[src/rtl/vliw_lsu_if.sv]
// -----------------------------------------------------------------------------
// vliw_lsu_if
// Bundle, result and data-memory signals of the VLIW load/store unit.
//   slave  modport : the LSU side (takes bundles and read data, drives the
//                    memory port, Ready, Done and load results)
//   master modport : the execute stage / memory / writeback side
// Signals:
//   BundleValid, Ready                       bundle handshake
//   S{0,1}Valid/Write/Address/WriteData/Dest per-slot memory op fields
//   MemAddress, MemWriteData, MemWriteEnable single data-memory port
//   MemReadData                              combinational memory read data
//   Done, R{0,1}Valid/Dest/Data              bundle completion and load results
// Parameters must match those given to vliw_lsu.
// -----------------------------------------------------------------------------
interface vliw_lsu_if #(
    parameter int ADDR_WIDTH     = 8,
    parameter int DATA_WIDTH     = 8,
    parameter int REG_ADDR_WIDTH = 3
) ();
    logic                      BundleValid;
    logic                      Ready;
    logic                      S0Valid;
    logic                      S0Write;
    logic [ADDR_WIDTH-1:0]     S0Address;
    logic [DATA_WIDTH-1:0]     S0WriteData;
    logic [REG_ADDR_WIDTH-1:0] S0Dest;
    logic                      S1Valid;
    logic                      S1Write;
    logic [ADDR_WIDTH-1:0]     S1Address;
    logic [DATA_WIDTH-1:0]     S1WriteData;
    logic [REG_ADDR_WIDTH-1:0] S1Dest;
    logic [ADDR_WIDTH-1:0]     MemAddress;
    logic [DATA_WIDTH-1:0]     MemWriteData;
    logic                      MemWriteEnable;
    logic [DATA_WIDTH-1:0]     MemReadData;
    logic                      Done;
    logic                      R0Valid;
    logic                      R1Valid;
    logic [REG_ADDR_WIDTH-1:0] R0Dest;
    logic [REG_ADDR_WIDTH-1:0] R1Dest;
    logic [DATA_WIDTH-1:0]     R0Data;
    logic [DATA_WIDTH-1:0]     R1Data;

    modport slave (
        input  BundleValid,
        input  S0Valid, S0Write, S0Address, S0WriteData, S0Dest,
        input  S1Valid, S1Write, S1Address, S1WriteData, S1Dest,
        input  MemReadData,
        output Ready,
        output MemAddress, MemWriteData, MemWriteEnable,
        output Done, R0Valid, R1Valid, R0Dest, R1Dest, R0Data, R1Data
    );

    modport master (
        output BundleValid,
        output S0Valid, S0Write, S0Address, S0WriteData, S0Dest,
        output S1Valid, S1Write, S1Address, S1WriteData, S1Dest,
        output MemReadData,
        input  Ready,
        input  MemAddress, MemWriteData, MemWriteEnable,
        input  Done, R0Valid, R1Valid, R0Dest, R1Dest, R0Data, R1Data
    );
endinterface

[src/rtl/vliw_lsu.sv]
// -----------------------------------------------------------------------------
// vliw_lsu
// Load/store unit between the two-slot VLIW execute stage and a single-port
// data memory. A bundle (up to one memory op per slot) is captured when
// Ready && BundleValid, then its ops are played onto the memory port one per
// cycle, slot 0 first. Load data is registered at the end of its op cycle and
// presented, tagged with its destination register, alongside the one-cycle
// Done pulse that follows the last op.
// Ports:
//   CLK    rising-edge clock
//   RST_N  asynchronous active-low reset (synchronous release expected)
//   bus    vliw_lsu_if.slave: bundle handshake, slot fields, memory port,
//          Done and load results
// Build option:
//   LSU_STORE_MERGE_EN  when defined, a bundle holding two stores to the same
//                       address skips the slot 0 store and performs only the
//                       slot 1 store (same final memory contents, one cycle
//                       shorter).
// -----------------------------------------------------------------------------
module vliw_lsu #(
    parameter int ADDR_WIDTH     = 8,
    parameter int DATA_WIDTH     = 8,
    parameter int REG_ADDR_WIDTH = 3
) (
    input  logic         CLK,
    input  logic         RST_N,
    vliw_lsu_if.slave    bus
);

    typedef enum logic [1:0] {IDLE, OP0, OP1} state_t;

    state_t state_reg, state_next;
    logic   done_reg, done_next;

    // Bundle fields regrouped per slot so both slots share one generate body.
    logic                      in_valid [2];
    logic                      in_write [2];
    logic [ADDR_WIDTH-1:0]     in_addr  [2];
    logic [DATA_WIDTH-1:0]     in_wdata [2];
    logic [REG_ADDR_WIDTH-1:0] in_dest  [2];

    // Capture registers for the accepted bundle.
    logic                      valid_reg [2];
    logic                      write_reg [2];
    logic [ADDR_WIDTH-1:0]     addr_reg  [2];
    logic [DATA_WIDTH-1:0]     wdata_reg [2];
    logic [REG_ADDR_WIDTH-1:0] dest_reg  [2];

    // Load result registers.
    logic                      rvalid_reg [2];
    logic [DATA_WIDTH-1:0]     rdata_reg  [2];
    logic [REG_ADDR_WIDTH-1:0] rdest_reg  [2];

    logic accept;
    logic merge_hit;
    logic op_active;
    logic op_slot;

    assign in_valid[0] = bus.S0Valid;
    assign in_write[0] = bus.S0Write;
    assign in_addr[0]  = bus.S0Address;
    assign in_wdata[0] = bus.S0WriteData;
    assign in_dest[0]  = bus.S0Dest;
    assign in_valid[1] = bus.S1Valid;
    assign in_write[1] = bus.S1Write;
    assign in_addr[1]  = bus.S1Address;
    assign in_wdata[1] = bus.S1WriteData;
    assign in_dest[1]  = bus.S1Dest;

    assign accept = (state_reg == IDLE) && bus.BundleValid;

`ifdef LSU_STORE_MERGE_EN
    // Two stores to one address: only the later (slot 1) store is visible,
    // so the slot 0 store can be dropped without changing memory contents.
    assign merge_hit = bus.S0Valid && bus.S0Write && bus.S1Valid && bus.S1Write
                       && (bus.S0Address == bus.S1Address);
`else
    assign merge_hit = 1'b0;
`endif

    // ---------------------------------------------------------------- FSM
    always_ff @(posedge CLK or negedge RST_N) begin
        if (!RST_N) begin
            state_reg <= IDLE;
            done_reg  <= 1'b0;
        end else begin
            state_reg <= state_next;
            done_reg  <= done_next;
        end
    end

    always_comb begin
        state_next = state_reg;
        done_next  = 1'b0;
        case (state_reg)
            IDLE: begin
                if (accept) begin
                    if (in_valid[0] && !merge_hit) begin
                        state_next = OP0;
                    end else if (in_valid[1]) begin
                        state_next = OP1;
                    end else begin
                        // Empty bundle completes immediately.
                        done_next = 1'b1;
                    end
                end
            end
            OP0: begin
                if (valid_reg[1]) begin
                    state_next = OP1;
                end else begin
                    state_next = IDLE;
                    done_next  = 1'b1;
                end
            end
            OP1: begin
                state_next = IDLE;
                done_next  = 1'b1;
            end
            default: begin
                state_next = IDLE;
            end
        endcase
    end

    // ------------------------------------------------------ memory port
    // Driven from state and capture registers only, never from bundle inputs.
    assign op_active = (state_reg == OP0) || (state_reg == OP1);
    assign op_slot   = (state_reg == OP1);

    assign bus.MemAddress     = op_active ? addr_reg[op_slot]  : '0;
    assign bus.MemWriteData   = op_active ? wdata_reg[op_slot] : '0;
    assign bus.MemWriteEnable = op_active && write_reg[op_slot];

    // ----------------------------------------------- per-slot capture/result
    generate
        for (genvar gi = 0; gi < 2; gi++) begin : g_slot
            logic in_op;
            assign in_op = (gi == 0) ? (state_reg == OP0) : (state_reg == OP1);

            always_ff @(posedge CLK or negedge RST_N) begin
                if (!RST_N) begin
                    valid_reg[gi] <= 1'b0;
                    write_reg[gi] <= 1'b0;
                    addr_reg[gi]  <= '0;
                    wdata_reg[gi] <= '0;
                    dest_reg[gi]  <= '0;
                end else if (accept) begin
                    valid_reg[gi] <= in_valid[gi];
                    write_reg[gi] <= in_write[gi];
                    addr_reg[gi]  <= in_addr[gi];
                    wdata_reg[gi] <= in_wdata[gi];
                    dest_reg[gi]  <= in_dest[gi];
                end
            end

            // rvalid is cleared on every accept so a slot without a load in
            // the new bundle reports nothing; data/dest keep their last value.
            always_ff @(posedge CLK or negedge RST_N) begin
                if (!RST_N) begin
                    rvalid_reg[gi] <= 1'b0;
                    rdata_reg[gi]  <= '0;
                    rdest_reg[gi]  <= '0;
                end else if (accept) begin
                    rvalid_reg[gi] <= 1'b0;
                end else if (in_op && !write_reg[gi]) begin
                    rvalid_reg[gi] <= 1'b1;
                    rdata_reg[gi]  <= bus.MemReadData;
                    rdest_reg[gi]  <= dest_reg[gi];
                end
            end
        end
    endgenerate

    // ---------------------------------------------------------- outputs
    assign bus.Ready   = (state_reg == IDLE);
    assign bus.Done    = done_reg;
    // Slot 0 result may be registered a cycle before Done; gate so results
    // are only ever seen together with Done.
    assign bus.R0Valid = done_reg && rvalid_reg[0];
    assign bus.R1Valid = done_reg && rvalid_reg[1];
    assign bus.R0Data  = rdata_reg[0];
    assign bus.R1Data  = rdata_reg[1];
    assign bus.R0Dest  = rdest_reg[0];
    assign bus.R1Dest  = rdest_reg[1];

endmodule

[src/flat_wrapper.sv]
// flat-port wrapper written by rule: the top's interface ports become plain ports
module vliw_lsu_flat 
#(
    parameter int ADDR_WIDTH     = 8,
    parameter int DATA_WIDTH     = 8,
    parameter int REG_ADDR_WIDTH = 3
)
  (CLK, RST_N, bus_BundleValid, bus_S0Valid, bus_S0Write, bus_S0Address, bus_S0WriteData, bus_S0Dest, bus_S1Valid, bus_S1Write, bus_S1Address, bus_S1WriteData, bus_S1Dest, bus_MemReadData, bus_Ready, bus_MemAddress, bus_MemWriteData, bus_MemWriteEnable, bus_Done, bus_R0Valid, bus_R1Valid, bus_R0Dest, bus_R1Dest, bus_R0Data, bus_R1Data);
  vliw_lsu_if #(.ADDR_WIDTH(ADDR_WIDTH), .DATA_WIDTH(DATA_WIDTH), .REG_ADDR_WIDTH(REG_ADDR_WIDTH)) bus_i ();
  input  logic CLK;
  input  logic RST_N;
  input wire logic [$bits(bus_i.BundleValid)-1:0] bus_BundleValid;
  input wire logic [$bits(bus_i.S0Valid)-1:0] bus_S0Valid;
  input wire logic [$bits(bus_i.S0Write)-1:0] bus_S0Write;
  input wire logic [$bits(bus_i.S0Address)-1:0] bus_S0Address;
  input wire logic [$bits(bus_i.S0WriteData)-1:0] bus_S0WriteData;
  input wire logic [$bits(bus_i.S0Dest)-1:0] bus_S0Dest;
  input wire logic [$bits(bus_i.S1Valid)-1:0] bus_S1Valid;
  input wire logic [$bits(bus_i.S1Write)-1:0] bus_S1Write;
  input wire logic [$bits(bus_i.S1Address)-1:0] bus_S1Address;
  input wire logic [$bits(bus_i.S1WriteData)-1:0] bus_S1WriteData;
  input wire logic [$bits(bus_i.S1Dest)-1:0] bus_S1Dest;
  input wire logic [$bits(bus_i.MemReadData)-1:0] bus_MemReadData;
  output wire logic [$bits(bus_i.Ready)-1:0] bus_Ready;
  output wire logic [$bits(bus_i.MemAddress)-1:0] bus_MemAddress;
  output wire logic [$bits(bus_i.MemWriteData)-1:0] bus_MemWriteData;
  output wire logic [$bits(bus_i.MemWriteEnable)-1:0] bus_MemWriteEnable;
  output wire logic [$bits(bus_i.Done)-1:0] bus_Done;
  output wire logic [$bits(bus_i.R0Valid)-1:0] bus_R0Valid;
  output wire logic [$bits(bus_i.R1Valid)-1:0] bus_R1Valid;
  output wire logic [$bits(bus_i.R0Dest)-1:0] bus_R0Dest;
  output wire logic [$bits(bus_i.R1Dest)-1:0] bus_R1Dest;
  output wire logic [$bits(bus_i.R0Data)-1:0] bus_R0Data;
  output wire logic [$bits(bus_i.R1Data)-1:0] bus_R1Data;
  assign bus_i.BundleValid = bus_BundleValid;
  assign bus_i.S0Valid = bus_S0Valid;
  assign bus_i.S0Write = bus_S0Write;
  assign bus_i.S0Address = bus_S0Address;
  assign bus_i.S0WriteData = bus_S0WriteData;
  assign bus_i.S0Dest = bus_S0Dest;
  assign bus_i.S1Valid = bus_S1Valid;
  assign bus_i.S1Write = bus_S1Write;
  assign bus_i.S1Address = bus_S1Address;
  assign bus_i.S1WriteData = bus_S1WriteData;
  assign bus_i.S1Dest = bus_S1Dest;
  assign bus_i.MemReadData = bus_MemReadData;
  assign bus_Ready = bus_i.Ready;
  assign bus_MemAddress = bus_i.MemAddress;
  assign bus_MemWriteData = bus_i.MemWriteData;
  assign bus_MemWriteEnable = bus_i.MemWriteEnable;
  assign bus_Done = bus_i.Done;
  assign bus_R0Valid = bus_i.R0Valid;
  assign bus_R1Valid = bus_i.R1Valid;
  assign bus_R0Dest = bus_i.R0Dest;
  assign bus_R1Dest = bus_i.R1Dest;
  assign bus_R0Data = bus_i.R0Data;
  assign bus_R1Data = bus_i.R1Data;
  vliw_lsu #(.ADDR_WIDTH(ADDR_WIDTH), .DATA_WIDTH(DATA_WIDTH), .REG_ADDR_WIDTH(REG_ADDR_WIDTH)) u_core (.CLK(CLK), .RST_N(RST_N), .bus(bus_i));
endmodule
[config.mk]
export PLATFORM = sky130hd
export DESIGN_NAME = vliw_lsu_flat
export DESIGN_NICKNAME = d
export VERILOG_FILES = /design/src/rtl/vliw_lsu_if.sv /design/src/rtl/vliw_lsu.sv /design/src/flat_wrapper.sv
export SDC_FILE = /design/constraint.sdc
export NUM_CORES = 1
export LEC_CHECK = 0
export ABC_AREA = 0
export BUFFER_PORTS_ARGS = -buffer_cell sky130_fd_sc_hd__clkbuf_2
export CAP_MARGIN = 10
export CORE_AREA = 2 2 81 83
export DETAILED_ROUTE_END_ITERATION = 8
export DIE_AREA = 0 0 83 85
export PLACE_DENSITY_LB_ADDON = 0.15
export SLEW_MARGIN = 5
export SYNTH_ARGS = -nofsm -noshare
export SYNTH_HDL_FRONTEND = slang
export SYNTH_SLANG_ARGS = --single-unit
[constraint.sdc]
create_clock -name CLK -period 1.73 [get_ports CLK]
set_input_delay 0.173 -clock CLK [delete_from_list [all_inputs] [get_ports CLK]]
set_output_delay 0.173 -clock CLK [all_outputs]
set_load 0.1 [all_outputs]
======== Yosys cells after proc, flatten, opt, wreduce, memory -nomap -nowiden ========
Cells that the tools add are included.
word-level totals
  register bits after elaboration ......... 68
  output and inout bits ................... 43
  word-level logic and storage cells ...... 64
operators by class
  magnitude comparators ................... 1
  equal/unequal tests ..................... 4
  mux-type cells .......................... 25
  bitwise logic cells ..................... 2
  reductions and logical operators ........ 15
operators with widths
  kind                                                                      number
  8-bit 2-to-1 mux                                                          8
  1-bit 2-to-1 mux                                                          11
  2-bit 2-to-1 mux                                                          4
  1-bit logical AND                                                         6
  2-bit AND reduction                                                       3
  2-bit one-hot mux with 2 select lines                                     1
  2-bit nonzero test                                                        2
  3-bit inequality test (second input constant)                             1
  1-bit one-hot mux with 3 select lines                                     1
  2-bit by 1-bit equality test with 1-bit output (second input constant)    1
  2-bit equality test (second input constant)                               1
  2-bit >= comparator (second input constant)                               1
  1-bit logical NOT                                                         2
  2-bit logical NOT                                                         1
  2-bit by 1-bit inequality test with 1-bit output (second input constant)  1
  1-bit NOT with 2-bit output                                               1
  1-bit logical OR                                                          1
  1-bit NOT                                                                 1

======== Depth between registers and ports, before layout ========
  word-level depth ........................ 6
  mapped depth ............................ 6

======== Worst setup path after synthesis ========
OpenSTA, ideal clock, no wires.
  path type ............................... reg-to-output
  from .................................... register u_core.state_reg[0]
  to ...................................... output port bus_MemAddress[0]
  data arrival time ....................... 2,446 ps
  data required time ...................... 1,557 ps
  path slack .............................. -889 ps
  stages on the path, launching flop included .. 7
  path buffers ............................ 2
  cell sequence ........................... dfrtp_1 > inv_1 > ha_1 > buf_4 > buf_4 > mux2i_1 > nor2b_1
on the way
  word-level cells in the longest chain between the ends .. 6
RTL lines
  item                                                 RTL line                          source
  from (decl)                                          vliw_lsu.sv:32                    state_t state_reg, state_next;
  from (signal assigned)                               vliw_lsu.sv:87                    state_reg <= state_next;
  2-bit equality test                                  vliw_lsu.sv:128, vliw_lsu.sv:129
  1-bit NOT with 2-bit output (not written as such)    vliw_lsu.sv:131                   assign bus.MemAddress = op_active ? addr_reg[op_slot] : '0;
  8-bit 2-to-1 mux (not written as such) (3 in a row)  vliw_lsu.sv:131
  8-bit 2-to-1 mux (*)                                 vliw_lsu.sv:131
  to (decl)                                            flat_wrapper.sv:25                output wire logic [$bits(bus_i.MemAddress)-1:0] bus_MemAddress;
Mark *: on every way between the ends. The rest lies on a longest branch, timed or not. The select of a mux whose other input is x is not followed.

======== Final worst setup path ========
  from .................................... register u_core.state_reg[0]
  to ...................................... output port bus_MemAddress[5]
Same word-level chain as after synthesis.

==> impl_metrics.toml <==
[outcome]
status = "finished, violations left"
violations = "setup timing"

[yosys]
syn-num-nets = 257
synth_cell_types = 20
synth_seq_cells = 68
seq_area_frac_synth_pct = 57.2
synth_cells = 200
netlist_area_um2 = 2980
synth_area_per_cell_um2 = 14.9
synth-warning-count = 0

[final_layout]
layout-drive-gt1-share_pct = 72.8
nNetsFinal = 368
fillers = 399
area_growth_pct = 52.5
final_cell_area_um2 = 4540
diodes = 0
utilization_pct = 73.1

[clocking]
root_buffer = "clkbuf_8"
cts_tree = "built"
insertion_delay_ns = 0.32
cts_buffers = 9
clock-sinks = 68
clk_pin_slew_ns = 0.07
cts_max_path_buffers = 2
htreeDepth = 3

[setup_path]
slowest_stage = "dfrtp_1"
crit_buf_inv = 3
critical_path_class = "flip-flop to output pin"
regToRegEndpoint = "u_core.bus.R1Dest[2]$_DFFE_PN0P_"
rrSetupSlack_ns = 0.11
rr_startpoint = "u_core.state_reg[0]$_DFFE_PN0P_"
start_kind = "flip-flop"
startpoint = "u_core.state_reg[0]$_DFFE_PN0P_"
cp_common_cell = "buf_12"
path_cells = "inv_2, ha_4, buf_12, mux2i_4, nor2b_4, buf_12"
arrival_ns = 1.70
crit_path_max_fanout = 8
end_kind = "output pin"
path_delay_family = "buffers and inverters"
critical-path-max-stage-delay_ns = 0.40
r2r_cells = 6
critical_path_required_ns = 1.56

[placement]
placedInstanceArea_um2 = 3940
dp_hpwl_mm = 4.04
routabilityCongestion = 0.767
numPortBuffers = 95

[global_routing]
antenna_found_initial = 0
grt_pass1_vias = 2107
grt.total_usage_pct = 17.7
grt_first_pass_wirelength_mm = 9.80
grt-ovfl-total = 0
grt_max_degree = 69

[route]
first_iter_violations = 72
highest_layer = "met4"
drc = 0
antenna_left = 0
wire_per_inst_um = 15.7
wirelength_mm = 6.15
num_vias = 1993
firstDrtPassIters = 4
wl_met2_mm = 3.18
dr_wl_met3_um = 332
via_per_inst = 5.07
wl_met1_mm = 2.58

[sta]
tightest_slew_ns = 0.560
rsz0062_at_grt = "yes"
finalMaxSlewViolations = 0
setup_ws_ns = -0.145
setup_violations = 17
hold_ws_ns = 0.0738
hold_viol = 0
relSlewSlack_pct = 62.9
fin_skew_ns = 0.00564
max_freq_ghz = 0.533
min_period_ns = 1.87
min_period_over_period_pct = 108

[floorplan]
initial_utilization_pct = 48.0
ios = 96
die_area_um2 = 7060
die_w_um = 83
coreArea_um2 = 6200
fp.dieH_um = 85
rows = 29

[worst_hold_path]
min_from = "bus_S1Dest[0]"
whs_path_depth = 2
hold_end = "u_core.dest_reg[0]$_DFFE_PN0N_"
worstHoldPathType = "input port to flip-flop"

[job]
cap_violations = 0
-- layout make-up --
class / count / area (um2) / share of cell area [%]
Sequential cell: 68 / 1700 / 37.5
Clock inverter: 4 / 95.1 / 2.10
Clock buffer: 12 / 155 / 3.42
Inverter: 2 / 7.51 / 0.165
Timing Repair Buffer: 109 / 928 / 20.5
Multi-Input combinational cell: 121 / 1550 / 34.2
Tap cell: 77 / 96.3 / 2.12
-- per-stage QoR --
stage | instances | setup slack [ns] | TNS, ns
finish | 393 | -0.145 | -1.87
global route | 393 | -0.212 | -2.97
CTS | 388 | -0.160 | -2.37
detailed placement | 367 | 0.0729 | 0
global placement | 367 | 0.129 | 0
floorplan | 200 | 0.00421 | 0
-- cells in the final DEF (no fill, tap or decap), drive strengths merged, types with 2 or more instances in the layout --
cell type / count
clkbuf: 89
dfrtp: 68
mux2: 63
buf: 31
nor2b: 18
mux2i: 17
nand2: 8
ha: 4
bufinv: 3
inv: 2
nor2: 2
and2: 2
nand3b: 2
-- worst max path at each step --
| stage | endpoint | slack (ns) | cells past startpoint |
|---|---|---|---|
| 2_1_floorplan | bus_MemAddress[1] | 0.004 | 6 |
| 3_3_place_gp | bus_MemAddress[7] | 0.13 | 5 |
| 3_5_place_dp | bus_MemWriteData[5] | 0.07 | 5 |
| 4_1_cts | bus_MemWriteData[3] | -0.16 | 6 |
| 5_1_grt | bus_MemAddress[5] | -0.21 | 6 |
| 6_report | bus_MemAddress[5] | -0.14 | 6 |
-- what timing repair did --
action,4_1_cts,5_1_grt
resized for setup,15,21
buffers inserted,4,4
hold endpoints to repair,68,0
setup endpoints to repair,17,17
gates cloned,0,1
pin swaps,0,1
hold buffers,1,0
-- synthesized netlist by cell type --
cell type,number,area share (%)
a22oi_1,1,0.25
dfrtp_1,68,57
a311oi_1,1,0.29
nand2_1,7,0.88
buf_4,2,0.50
nor2_1,2,0.25
buf_6,4,1.5
nor2b_1,18,3.8
mux2_2,63,24
mux2i_1,17,5.7
ha_1,4,1.7
inv_1,2,0.25
clkbuf_8,2,0.93
a21boi_0,1,0.25
and2_1,2,0.42
a31oi_1,1,0.21
o21ai_0,1,0.17
clkbuf_1,1,0.13
nand3b_4,2,1.3
nand2_4,1,0.38
-- kinds of logic (layout without fill, tap and decap cells) --
logic type / Yosys count / after routing / synth area share [%]
multiplexers: 80 / 80 / 29.6
buffers and inverters: 11 / 127 / 3.32
adder cells (fa/ha/maj): 4 / 4 / 1.68
AO/OA/AOI/OAI: 5 / 5 / 1.18
flip-flops: 68 / 68 / 57.2
AND/OR/NAND/NOR: 32 / 32 / 7.07
-- routing by layer --
metal | vias to the layer above | track usage, %
met3 | 6 | 5.16
met5 | - | 0
met2 | 67 | 28.7
met1 | 985 | 22.4
met4 | 0 | 7.15
li1 | 935 | -
-- worst reg2reg max path, delay by kind of cell, from the launching register on --
kind                     cells  cell delay, ns
adder cells (fa/ha/maj)      1            0.20
buffers and inverters        3            0.39
flip-flops                   1            0.40
multiplexers                 1            0.33
AND/OR/NAND/NOR              1            0.19
Power is left out: the tool's default activity adds up to more than one toggle a clock period on the data nets, which glitch-free logic cannot reach.
